### src/rtl/dct_strip_scheduler.sv
// Strip scheduler for the five-engine DCT array: detects ingester bank swaps, steps the
// engines through the MCU groups of a strip and keeps credits on the shared output ring.
module dct_strip_scheduler #(
    parameter int NUM_DCTS         = 5,
    parameter int GROUPS_PER_STRIP = 8,
    parameter int RESET_CYCLES     = 3,
    parameter int OUT_SLOTS        = 4
) (
    input  logic                                clock,
    input  logic                                reset,
    input  logic                                ingester_frontbuffer_select,
    input  logic [NUM_DCTS-1:0]                 dcts_finished,
    input  logic                                quant_slot_done,
    output logic                                dct_nreset,
    output logic                                dct_src_bank,
    output logic [$clog2(GROUPS_PER_STRIP)-1:0] mcu_group,
    output logic [$clog2(OUT_SLOTS)-1:0]        dct_write_slot,
    output logic [$clog2(OUT_SLOTS)-1:0]        quant_read_slot,
    output logic                                slot_ready,
    output logic                                strip_done,
    output logic                                busy,
    output logic                                overrun_err,
    output logic                                protocol_err
);

    localparam int GW = $clog2(GROUPS_PER_STRIP);
    localparam int SW = $clog2(OUT_SLOTS);
    localparam int CW = $clog2(OUT_SLOTS + 1);
    localparam int RW = (RESET_CYCLES > 1) ? $clog2(RESET_CYCLES) : 1;

    localparam logic [CW-1:0] FULL       = CW'(OUT_SLOTS);
    localparam logic [GW-1:0] LAST_GROUP = GW'(GROUPS_PER_STRIP - 1);
    localparam logic [RW-1:0] RC_LAST    = RW'(RESET_CYCLES - 1);

    typedef enum logic [2:0] {
        IDLE,
        RESET_DCTS,
        ACTIVE,
        WAIT_SLOT,
        ERROR
    } state_t;

    state_t          state;
    state_t          state_next;
    logic            prev_sel;
    logic            swap;
    logic            commit;
    logic            read_ok;
    logic            last_group;
    logic            room;
    logic            in_strip;
    logic [CW-1:0]   count;
    logic [CW-1:0]   count_next;
    logic [SW-1:0]   wr_ptr;
    logic [SW-1:0]   rd_ptr;
    logic [RW-1:0]   rst_cnt;

    assign swap       = ingester_frontbuffer_select != prev_sel;
    assign last_group = mcu_group == LAST_GROUP;
    assign in_strip   = (state == RESET_DCTS) || (state == ACTIVE) || (state == WAIT_SLOT);

    // A swap during a strip wins over the engines' commit; ring bookkeeping freezes in ERROR.
    assign commit  = (state == ACTIVE) && (&dcts_finished) && !swap;
    assign read_ok = quant_slot_done && (count != '0) && (state != ERROR);
    assign room    = count_next < FULL;

    assign dct_nreset      = state == ACTIVE;
    assign busy            = state != IDLE;
    assign slot_ready      = count != '0;
    assign dct_write_slot  = wr_ptr;
    assign quant_read_slot = rd_ptr;

    always_ff @(posedge clock) begin
        if (reset) begin
            state <= IDLE;
        end else begin
            state <= state_next;
        end
    end

    always_comb begin
        count_next = count;
        state_next = state;
        if (commit && !read_ok) begin
            count_next = count + 1'b1;
        end else if (!commit && read_ok) begin
            count_next = count - 1'b1;
        end
        case (state)
            IDLE: begin
                if (swap) begin
                    state_next = room ? RESET_DCTS : WAIT_SLOT;
                end
            end
            RESET_DCTS: begin
                if (swap) begin
                    state_next = ERROR;
                end else if (rst_cnt == RC_LAST) begin
                    state_next = ACTIVE;
                end
            end
            ACTIVE: begin
                if (swap) begin
                    state_next = ERROR;
                end else if (commit) begin
                    if (last_group) begin
                        state_next = IDLE;
                    end else begin
                        state_next = room ? RESET_DCTS : WAIT_SLOT;
                    end
                end
            end
            WAIT_SLOT: begin
                if (swap) begin
                    state_next = ERROR;
                end else if (room) begin
                    state_next = RESET_DCTS;
                end
            end
            ERROR: begin
                state_next = ERROR;
            end
            default: begin
                state_next = IDLE;
            end
        endcase
    end

    always_ff @(posedge clock) begin
        if (reset) begin
            prev_sel     <= 1'b0;
            count        <= '0;
            wr_ptr       <= '0;
            rd_ptr       <= '0;
            rst_cnt      <= '0;
            dct_src_bank <= 1'b0;
            mcu_group    <= '0;
            strip_done   <= 1'b0;
            overrun_err  <= 1'b0;
            protocol_err <= 1'b0;
        end else begin
            prev_sel   <= ingester_frontbuffer_select;
            count      <= count_next;
            strip_done <= commit && last_group;
            if (commit) begin
                wr_ptr <= wr_ptr + 1'b1;
            end
            if (read_ok) begin
                rd_ptr <= rd_ptr + 1'b1;
            end
            if ((state == RESET_DCTS) && (state_next == RESET_DCTS)) begin
                rst_cnt <= rst_cnt + 1'b1;
            end else begin
                rst_cnt <= '0;
            end
            // The bank the ingester just left holds the complete strip.
            if ((state == IDLE) && swap) begin
                dct_src_bank <= prev_sel;
                mcu_group    <= '0;
            end else if (commit) begin
                mcu_group <= last_group ? '0 : mcu_group + 1'b1;
            end
            if (swap && in_strip) begin
                overrun_err <= 1'b1;
            end
            if (quant_slot_done && (count == '0)) begin
                protocol_err <= 1'b1;
            end
        end
    end

endmodule

### config.mk
export PLATFORM = sky130hd
export DESIGN_NAME = dct_strip_scheduler
export DESIGN_NICKNAME = d
export VERILOG_FILES = /design/src/rtl/dct_strip_scheduler.sv
export SDC_FILE = /design/constraint.sdc
export NUM_CORES = 1
export LEC_CHECK = 0
export CAP_MARGIN = 40
export CORE_MARGIN = 10
export CORE_UTILIZATION = 43
export DETAILED_ROUTE_END_ITERATION = 8
export HOLD_SLACK_MARGIN = 0.12
export PLACE_DENSITY_LB_ADDON = 0.15
export SYNTH_ARGS = -nofsm -noshare
export SYNTH_HDL_FRONTEND = slang
export SYNTH_SLANG_ARGS = --single-unit
### constraint.sdc
create_clock -name clock -period 2 [get_ports clock]
set_input_delay 0.2 -clock clock [delete_from_list [all_inputs] [get_ports clock]]
set_output_delay 0.2 -clock clock [all_outputs]
set_load 0.03 [all_outputs]
==> After elaboration in Yosys (flattened, before gate mapping) <==
Index checks and enable logic that the tools add are counted.
{ "word_totals": {"inputBits": 9, "out_inout_bits": 14, "regBits": 20, "word_cells": 64} }
{ "classes": {"mux": 13, "n_eq_ne": 9, "order_cmp": 1, "add_sub_neg": 6, "reduce_logical": 23, "n_bitwise": 1} }
{ "ops": {"columns": ["op", "n"], "rows": [
  ["two-way mux 3 bit", 10],
  ["one-hot mux 3 bit (5 select lines)", 1],
  ["logical AND 1 bit", 11],
  ["adder 2 x 1 -> 2 bit, second input constant", 3],
  ["adder 3 x 1 -> 3 bit, second input constant", 2],
  ["equality test 3 x 1 -> 1 bit, second input constant", 2],
  ["equality test 3 x 2 -> 1 bit, second input constant", 2],
  ["equality test 3 bit, second input constant", 2],
  ["logical NOT 3 bit", 2],
  ["nonzero test 3 bit", 2],
  ["AND reduction 5 bit", 1],
  ["two-way mux 2 bit", 2],
  ["OR reduction 2 bit", 2],
  ["logical NOT 1 bit", 3],
  ["less-than comparator 3 bit, second input constant", 1],
  ["!= test 3 bit, second input constant", 1],
  ["subtractor 3 x 1 -> 3 bit, second input constant", 1],
  ["equality test 2 bit, second input constant", 1],
  ["logical OR 1 bit", 2],
  ["!= test 1 bit", 1],
  ["NOT 1 bit", 1]
]} }

==> Longest topological paths before layout <==
Gate-level depths: netlist of run 1.
{ "logic_depth": {"ltp_word": 17, "mapped_depth": 10, "depth_no_buf": 10} }

==> Worst setup path after synthesis of run 1 <==
Ideal clock, no wire load.
{ "synth_timing": {"path_kind": "flip-flop to flip-flop", "from": "register state[1]", "to": "register state[1]", "path_slack_ps": -160, "period_less_slack_ps": 2160, "stages_incl_launch_ff": 10, "required_time_ps": 1880, "setup_time_ps": 120, "t_arrival_ps": 2040, "n_path_buf": 1, "cell_sequence": "dfxtp_1 > nor3b_4 > nand4_2 > buf_6 > inv_1 > ha_1 > and3b_1 > o211ai_1 > a21oi_1 > o31a_1"} }
{ "synth_between": {"elab_chain_len": 13, "word_cells_on_any_way": 26, "cone_classes": "order compare: 1; eq/ne: 5; mux: 12; reduce/logical: 8"} }
{ "synth_rtl": {"columns": ["element", "line", "source"], "rows": [
  ["start, declared", "43", "state_t state;"],
  ["start signal, assigned", "77", "state <= state_next;"],
  ["equality test 3 x 2 -> 1 bit (*)", null, null],
  ["named net dct_nreset", "14", "output logic dct_nreset,"],
  ["logical AND 1 bit (*) (2 in series)", "63", "assign commit = (state == ACTIVE) && (&dcts_finished) && !swap;"],
  ["named net commit", "47", "logic commit;"],
  ["logical NOT 1 bit", "86", "end else if (!commit && read_ok) begin"],
  ["logical AND 1 bit", "86", null],
  ["two-way mux 3 bit", "86", null],
  ["two-way mux 3 bit", "84", "if (commit && !read_ok) begin"],
  ["less-than comparator 3 bit", "65", "assign room = count_next < FULL;"],
  ["two-way mux 2 bit", "92, 109", null],
  ["two-way mux 2 bit", "106", "if (last_group) begin"],
  ["two-way mux 3 bit", "105", "end else if (commit) begin"],
  ["two-way mux 3 bit", "103", "if (swap) begin"],
  ["one-hot mux 3 bit (5 select lines) (*)", "89", "case (state)"]
]} }
Mark *: on every way through the listed nets, which the timed path passes. The rest lies on a longest branch.
A chain may end at the register's enable or synchronous reset.

==> Worst setup path in the final report of run 1 <==
{ "layout_timing": {"from": "register state[2]", "to": "register state[1]"} }
{ "layout_between": {"word_cells_on_any_way": 24, "cone_classes": "order compare: 1; eq/ne: 5; mux: 10; reduce/logical: 8"} }
{ "layout_lines": {"columns": ["element", "line", "source"], "rows": [
  ["!= test 3 bit (*)", "64", "assign read_ok = quant_slot_done && (count != '0) && (state != ERROR);"],
  ["logical AND 1 bit (*)", "64", null],
  ["named net read_ok", "48", "logic read_ok;"],
  ["logical AND 1 bit / logical NOT 1 bit (equally long branches)", "86, 84", null],
  ["two-way mux 3 bit / logical AND 1 bit (equally long branches)", "86, 84", null],
  ["two-way mux 3 bit (*)", "84", null],
  ["less-than comparator 3 bit (*)", "65", null],
  ["two-way mux 2 bit", "92, 109", null],
  ["two-way mux 2 bit", "106", null],
  ["two-way mux 3 bit", "105", null],
  ["two-way mux 3 bit", "103", null],
  ["one-hot mux 3 bit (5 select lines) (*)", "89", null]
]} }
Marked as above.

==> run summary, run 1 <==
Synth Area per Inst = 9.179 um2
Setup Skew = 4.613 ps
Gate Count Post-Synth = 107
Slew @ Worst Pin = 376.5 ps
crit path buf inv count = 1
Reg clk slew, reported paths = 120 ps
#FFs+latches synth = 20
family with the most delay on the worst path = simple AND/OR/NAND/NOR gates
1st-iter DRT viols = 37
final setup fails = 0
P per Cell Area = 654.4 mW/mm2
largest net degree at the start of global routing = 12
grt ovf = 0
largest area contributor in the netlist = dfxtp_1
core area = 0.002191 mm2
clk sink count = 20
Critical Path End Type = flip-flop
Final Hold Vio Count = 0
IO buf count = 22
Leak = 0.6058 nW
Startpoint Class = flip-flop
number of global-route vias before repair = 875
Post-synth EDFFs = 0
CTS tree = built
PnR worst setup slack = 81.73 ps
Slowest cell on crit path = or3b_4
FFs w/ async S/R, synth = 0%
WHS Path Cells = 1
Die Span X = 67.79 um
RePlAce Congestion = 0.7996
Reg area = 404.1 um2
RSZ-0062 raised after global routing = true
min-delay worst type = flip-flop to flip-flop
Yosys Warn Count = 0
MaxCap Viol Count = 0
total die area = 0.004595 mm2
fmax = 0.5213 GHz
Mapped Area = 982.2 um2
number of remaining DRC errors = 0
crit path kind = flip-flop to flip-flop
max_slew headroom = 74.82%
crit path time final = 1918 ps
insertion delay to the later sink of the worst-skew pair = 300 ps
status = finished, final reports clean
post-synth cell types = 36
synth top area cells = dfxtp_1 41%, ha_1 10%, nor2_1 5.7%
Final nets = 160
share of cells above drive strength 1 = 19.72%
Max Root-Sink Buffers = 2
setup_tns = 0 ps
most common cell in the synthesized netlist = dfxtp_1
utilization after layout = 63.28%
DR vias = 865
Hold Worst Slack = 433.5 ps
peak supply drop = 0.5771 mV
Post-Route WL = 2321 um
Commonest cells post-synth = 20 x dfxtp_1, 15 x nor2_1, 9 x inv_1
drt wl/cell = 13.65 um
FF-to-FF path depth = 8
Tcrit/Tclk final = 95.91%
Post-DRT Antenna Nets = 0
slowest stage delay, CP = 400 ps
initial core utilization = 44.83%
Ports = 23
fin. max-slew vios = 0
DR pass1 iterations = 4
Synth Net Count = 124
Area Overhead vs Synth = 41.15%
post-synthesis sequential area ratio = 40.76%
Num CTS Buffers = 3
Filler Cell Count = 198
number of antenna violations at the first check in global routing = 0
pre-CTS WS = -122.7 ps
global-route total usage across every layer = 10.71%
Cell Chain, Critical Path = or3b_4 -> nand3_4 -> inv_1 -> ha_2 -> and3b_1 -> o211ai_1 -> a21oi_1 -> o31a_1
crit path DAT = 2120 ps
antenna cells = 0
clock root buffer = clkbuf_4
post-DR vias/cell = 5.088
Levels on crit path = 8
FP Rows = 17
multi-input logic area = 574.3 um2
Top FF cell, synth = dfxtp_1
die height = 67.79 um
CP max FO = 3
Synth top area share = 40.76%
first-pass GRT wire length = 3857 um
post-detail-place hpwl = 1776 um
CP Data Required Time = 2200 ps
H-Tree Depth = 1
==> stage by stage <==
| stage | total power [mW] | instances | area (um2) |
|---|---|---|---|
| after floorplan | 0.5717 | 107 | 1007 |
| after global placement | 0.6636 | 165 | 1323 |
| after detailed placement | 0.6689 | 165 | 1323 |
| after CTS | 0.9118 | 170 | 1374 |
| after global routing | 0.9597 | 170 | 1386 |
| final | 0.9073 | 170 | 1386 |
==> report_power, final <==
group          switching, mW  internal [mW]  leakage, nW
registers             0.0138          0.420        0.164
logic                  0.127          0.106        0.421
clock network          0.129          0.111       0.0210
==> state kept, by name, summed over array words and instances (netlist names) <==
register / cells
overrun_err: 1
count: 3
rst_cnt: 2
dct_write_slot: 2
mcu_group: 3
state: 3
strip_done: 1
protocol_err: 1
dct_src_bank: 1
prev_sel: 1
quant_read_slot: 2
==> worst paths after layout <==
check | start | endpoint | slack [ps]
setup reg to reg | state[2]$_SDFF_PP0_ | state[1]$_SDFF_PP0_ | 80
hold reg to reg | rst_cnt[0]$_SDFF_PP0_ | rst_cnt[0]$_SDFF_PP0_ | 430
hold / removal | rst_cnt[0]$_SDFF_PP0_ | rst_cnt[0]$_SDFF_PP0_ | 430
setup / recovery | state[2]$_SDFF_PP0_ | state[1]$_SDFF_PP0_ | 80
==> worst reg2reg max path: cells and delay by family, from the launching register on <==
kind | cells | cell delay [ps]
AOI/OAI and AO/OA | 3 | 560
buffers and inverters | 1 | 60
DFF | 1 | 350
and+or+nand+nor | 3 | 670
adders and majority gates | 1 | 170
==> cell usage in the layout (no fill, tap or decap), drive strengths merged, types with 3 or more instances in the layout <==
| cell | n |
|---|---|
| dfxtp | 20 |
| clkdlybuf4s50 | 19 |
| nor2 | 15 |
| buf | 11 |
| inv | 9 |
| a21oi | 8 |
| ha | 8 |
| o21ai | 4 |
| or3 | 4 |
| clkbuf | 4 |
| nand2 | 3 |
| nand4 | 3 |
| nand2b | 3 |
| nand3 | 3 |
| nor3b | 3 |
==> final cells by class <==
cell class,count,area share (%)
multi-input combinational,76,41.43
clock buffer,4,2.617
inverter,9,2.437
timing repair buffer,33,21.84
sequential,20,29.15
tap,28,2.527
==> routing by layer <==
metal,routed length [um],track usage (%)
met5,0,0
met1,974,12.04
met2,1113,17.25
met3,218,4.793
met4,13,4.523
==> logic make-up after synthesis <==
family / count (synthesis) / share of synthesized area (%)
AOI/OAI and AO/OA: 20 / 12.36
xor gates and xnor gates: 4 / 4.332
adders and majority gates: 8 / 10.19
buffers and inverters: 11 / 4.967
DFF: 20 / 40.76
muxes: 2 / 2.038
and+or+nand+nor: 42 / 25.35
==> timing repair <==
item,4_1_cts,5_1_grt
setup endpoints to repair,2,2
resized for setup,4,3
pin swaps,1,2
setup buffers,1,0
hold buffers,0,0
(Power assumes the default switching activity.)
==> inputs of run 2 (changes only) <==
Settings changed: SKIP_LAST_GASP set to 1.
==> run summary, run 2 (synthesis gave the netlist of run 1 again) <==
placed cell areas = 0.001323 mm2
WHS Path Cells = 1
fmax = 0.5218 GHz
max_slew headroom = 75.55%
Max Root-Sink Buffers = 2
DR vias = 889
Post-DRT Antenna Nets = 0
most frequent cells in the layout = 19 x clkdlybuf4s50_1, 17 x dfxtp_1, 15 x nor2_1
pre-CTS WS = -122.7 ps
Num CTS Buffers = 3
final setup fails = 0
design area = 0.001398 mm2
CP max FO = 5
Critical Path End Type = flip-flop
Ports = 23
Worst Hold End = rst_cnt[0]$_SDFF_PP0_
number of antenna violations at the first check in global routing = 0
CTS tree = built
Hold Startpoint = rst_cnt[0]$_SDFF_PP0_
IO buf count = 22
CP Data Required Time = 2200 ps
1st-iter DRT viols = 37
number of remaining DRC errors = 0
crit path DAT = 2120 ps
register-to-register setup slack = 80 ps
status = finished, final reports clean
crit path kind = flip-flop to flip-flop
worst r2r src = count[0]$_SDFFE_PP0P_
initial core utilization = 44.83%
Startpoint Class = flip-flop
post-DR vias/cell = 5.199
MaxCap Viol Count = 0
Leak = 0.6230 nW
number of global-route vias before repair = 872
Reg clk slew, reported paths = 120 ps
Setup Skew = 2.505 ps
grt ovf = 0
insertion delay to the later sink of the worst-skew pair = 300 ps
PnR worst setup slack = 83.63 ps
post-detail-place hpwl = 1776 um
drt wl/cell = 13.88 um
Tcrit/Tclk final = 95.82%
clk sink count = 20
total chip power = 0.9153 mW
RePlAce Congestion = 0.7996
clock root buffer = clkbuf_4
DR pass1 iterations = 4
Die Span X = 67.79 um
global-route total usage across every layer = 10.68%
FF-to-FF path depth = 10
die height = 67.79 um
Hold Worst Slack = 433.0 ps
peak supply drop = 0.5813 mV
Area Overhead vs Synth = 42.29%
total die area = 0.004595 mm2
Regs by FF count = count (3), mcu_group (3), state (3)
reg2reg end = state[1]$_SDFF_PP0_
fin. max-slew vios = 0
core area = 0.002191 mm2
FP Rows = 17
P per Cell Area = 654.9 mW/mm2
H-Tree Depth = 1
Post-Route WL = 2374 um
min-delay worst type = flip-flop to flip-flop
Final Hold Vio Count = 0
share of cells above drive strength 1 = 20.28%
largest net degree at the start of global routing = 12
Final nets = 161
crit path time final = 1916 ps
Slew @ Worst Pin = 365.6 ps
first-pass GRT wire length = 3843 um
antenna cells = 0
hold buffer count at CTS = 0
most common cell after layout, fill and taps aside = clkdlybuf4s50_1
run 2: changes by cell type in the layout (fill, tap and decap cells not counted):
cell            change
buf_4               +1
dlygate4sd2_1       -1
dlymetal6s2s_1      +1
run 2: area by class of cell:
class | instances | area [um2]
multi-input cells | 76 | 574.3
fillers | 195 | 793.3
inverters | 9 | 33.78
clock buffers | 4 | 36.28
well taps | 28 | 35.03
repair buffers | 34 | 314.1
flip-flops and latches | 20 | 404.1
run 2: critical path, cell delays in order (launching register included):
cell and delay [ps]:
dfxtp_2 370, inv_1 60, ha_1 220, nand2b_2 110, nand3_4 110, ha_4 180
buf_4 150, nand4b_1 160, o211ai_1 130, a21oi_1 80, o31a_1 250
run 2: power breakdown:
part           switching [mW]  internal (mW)
sequential             0.0137          0.420
clock                   0.130          0.111
combinational           0.129          0.112
run 2: worst max-delay path by stage:
| stage | cells after the start | from | slack, ps | to |
|---|---|---|---|---|
| 2_1_floorplan | 9 | state[1]$_SDFF_PP0_ | 3 | state[1]$_SDFF_PP0_ |
| 3_3_place_gp | 9 | ingester_frontbuffer_select | -20 | state[1]$_SDFF_PP0_ |
| 3_5_place_dp | 9 | dcts_finished[4] | -120 | state[1]$_SDFF_PP0_ |
| 4_1_cts | 4 | count[0]$_SDFFE_PP0P_ | -5 | slot_ready |
| 5_1_grt | 9 | state[0]$_SDFF_PP0_ | -20 | state[1]$_SDFF_PP0_ |
| 6_report | 10 | count[0]$_SDFFE_PP0P_ | 80 | state[1]$_SDFF_PP0_ |
run 2: metal layers:
| layer | up-vias | share of wire, % | GRT usage [%] | routed length [um] |
|---|---|---|---|---|
| li1 | 443 | - | - | - |
| met1 | 415 | 41 | 12.04 | 976 |
| met2 | 27 | 48 | 17.25 | 1151 |
| met3 | 4 | 9.5 | 4.628 | 226 |
| met4 | 0 | 0.84 | 4.523 | 20 |
| met5 | - | 0 | 0 | 0 |
run 2: timing repair:
item | in CTS | in global routing
pin swaps | 1 | 2
gates cloned | 0 | 0
resized for setup | 3 | 4
endpoints found under the setup margin | 2 | 3
hold endpoints to repair | 0 | 0
buffers inserted | 1 | 1
run 2: metrics by stage:
step                util [%]  setup TNS, ps  std cells
finish                 63.79              0        171
global route           63.79         -15.15        171
CTS                    62.76         -5.423        170
detailed placement     60.37         -122.7        165
global placement       60.37         -21.00        165
floorplan                  -              0        107
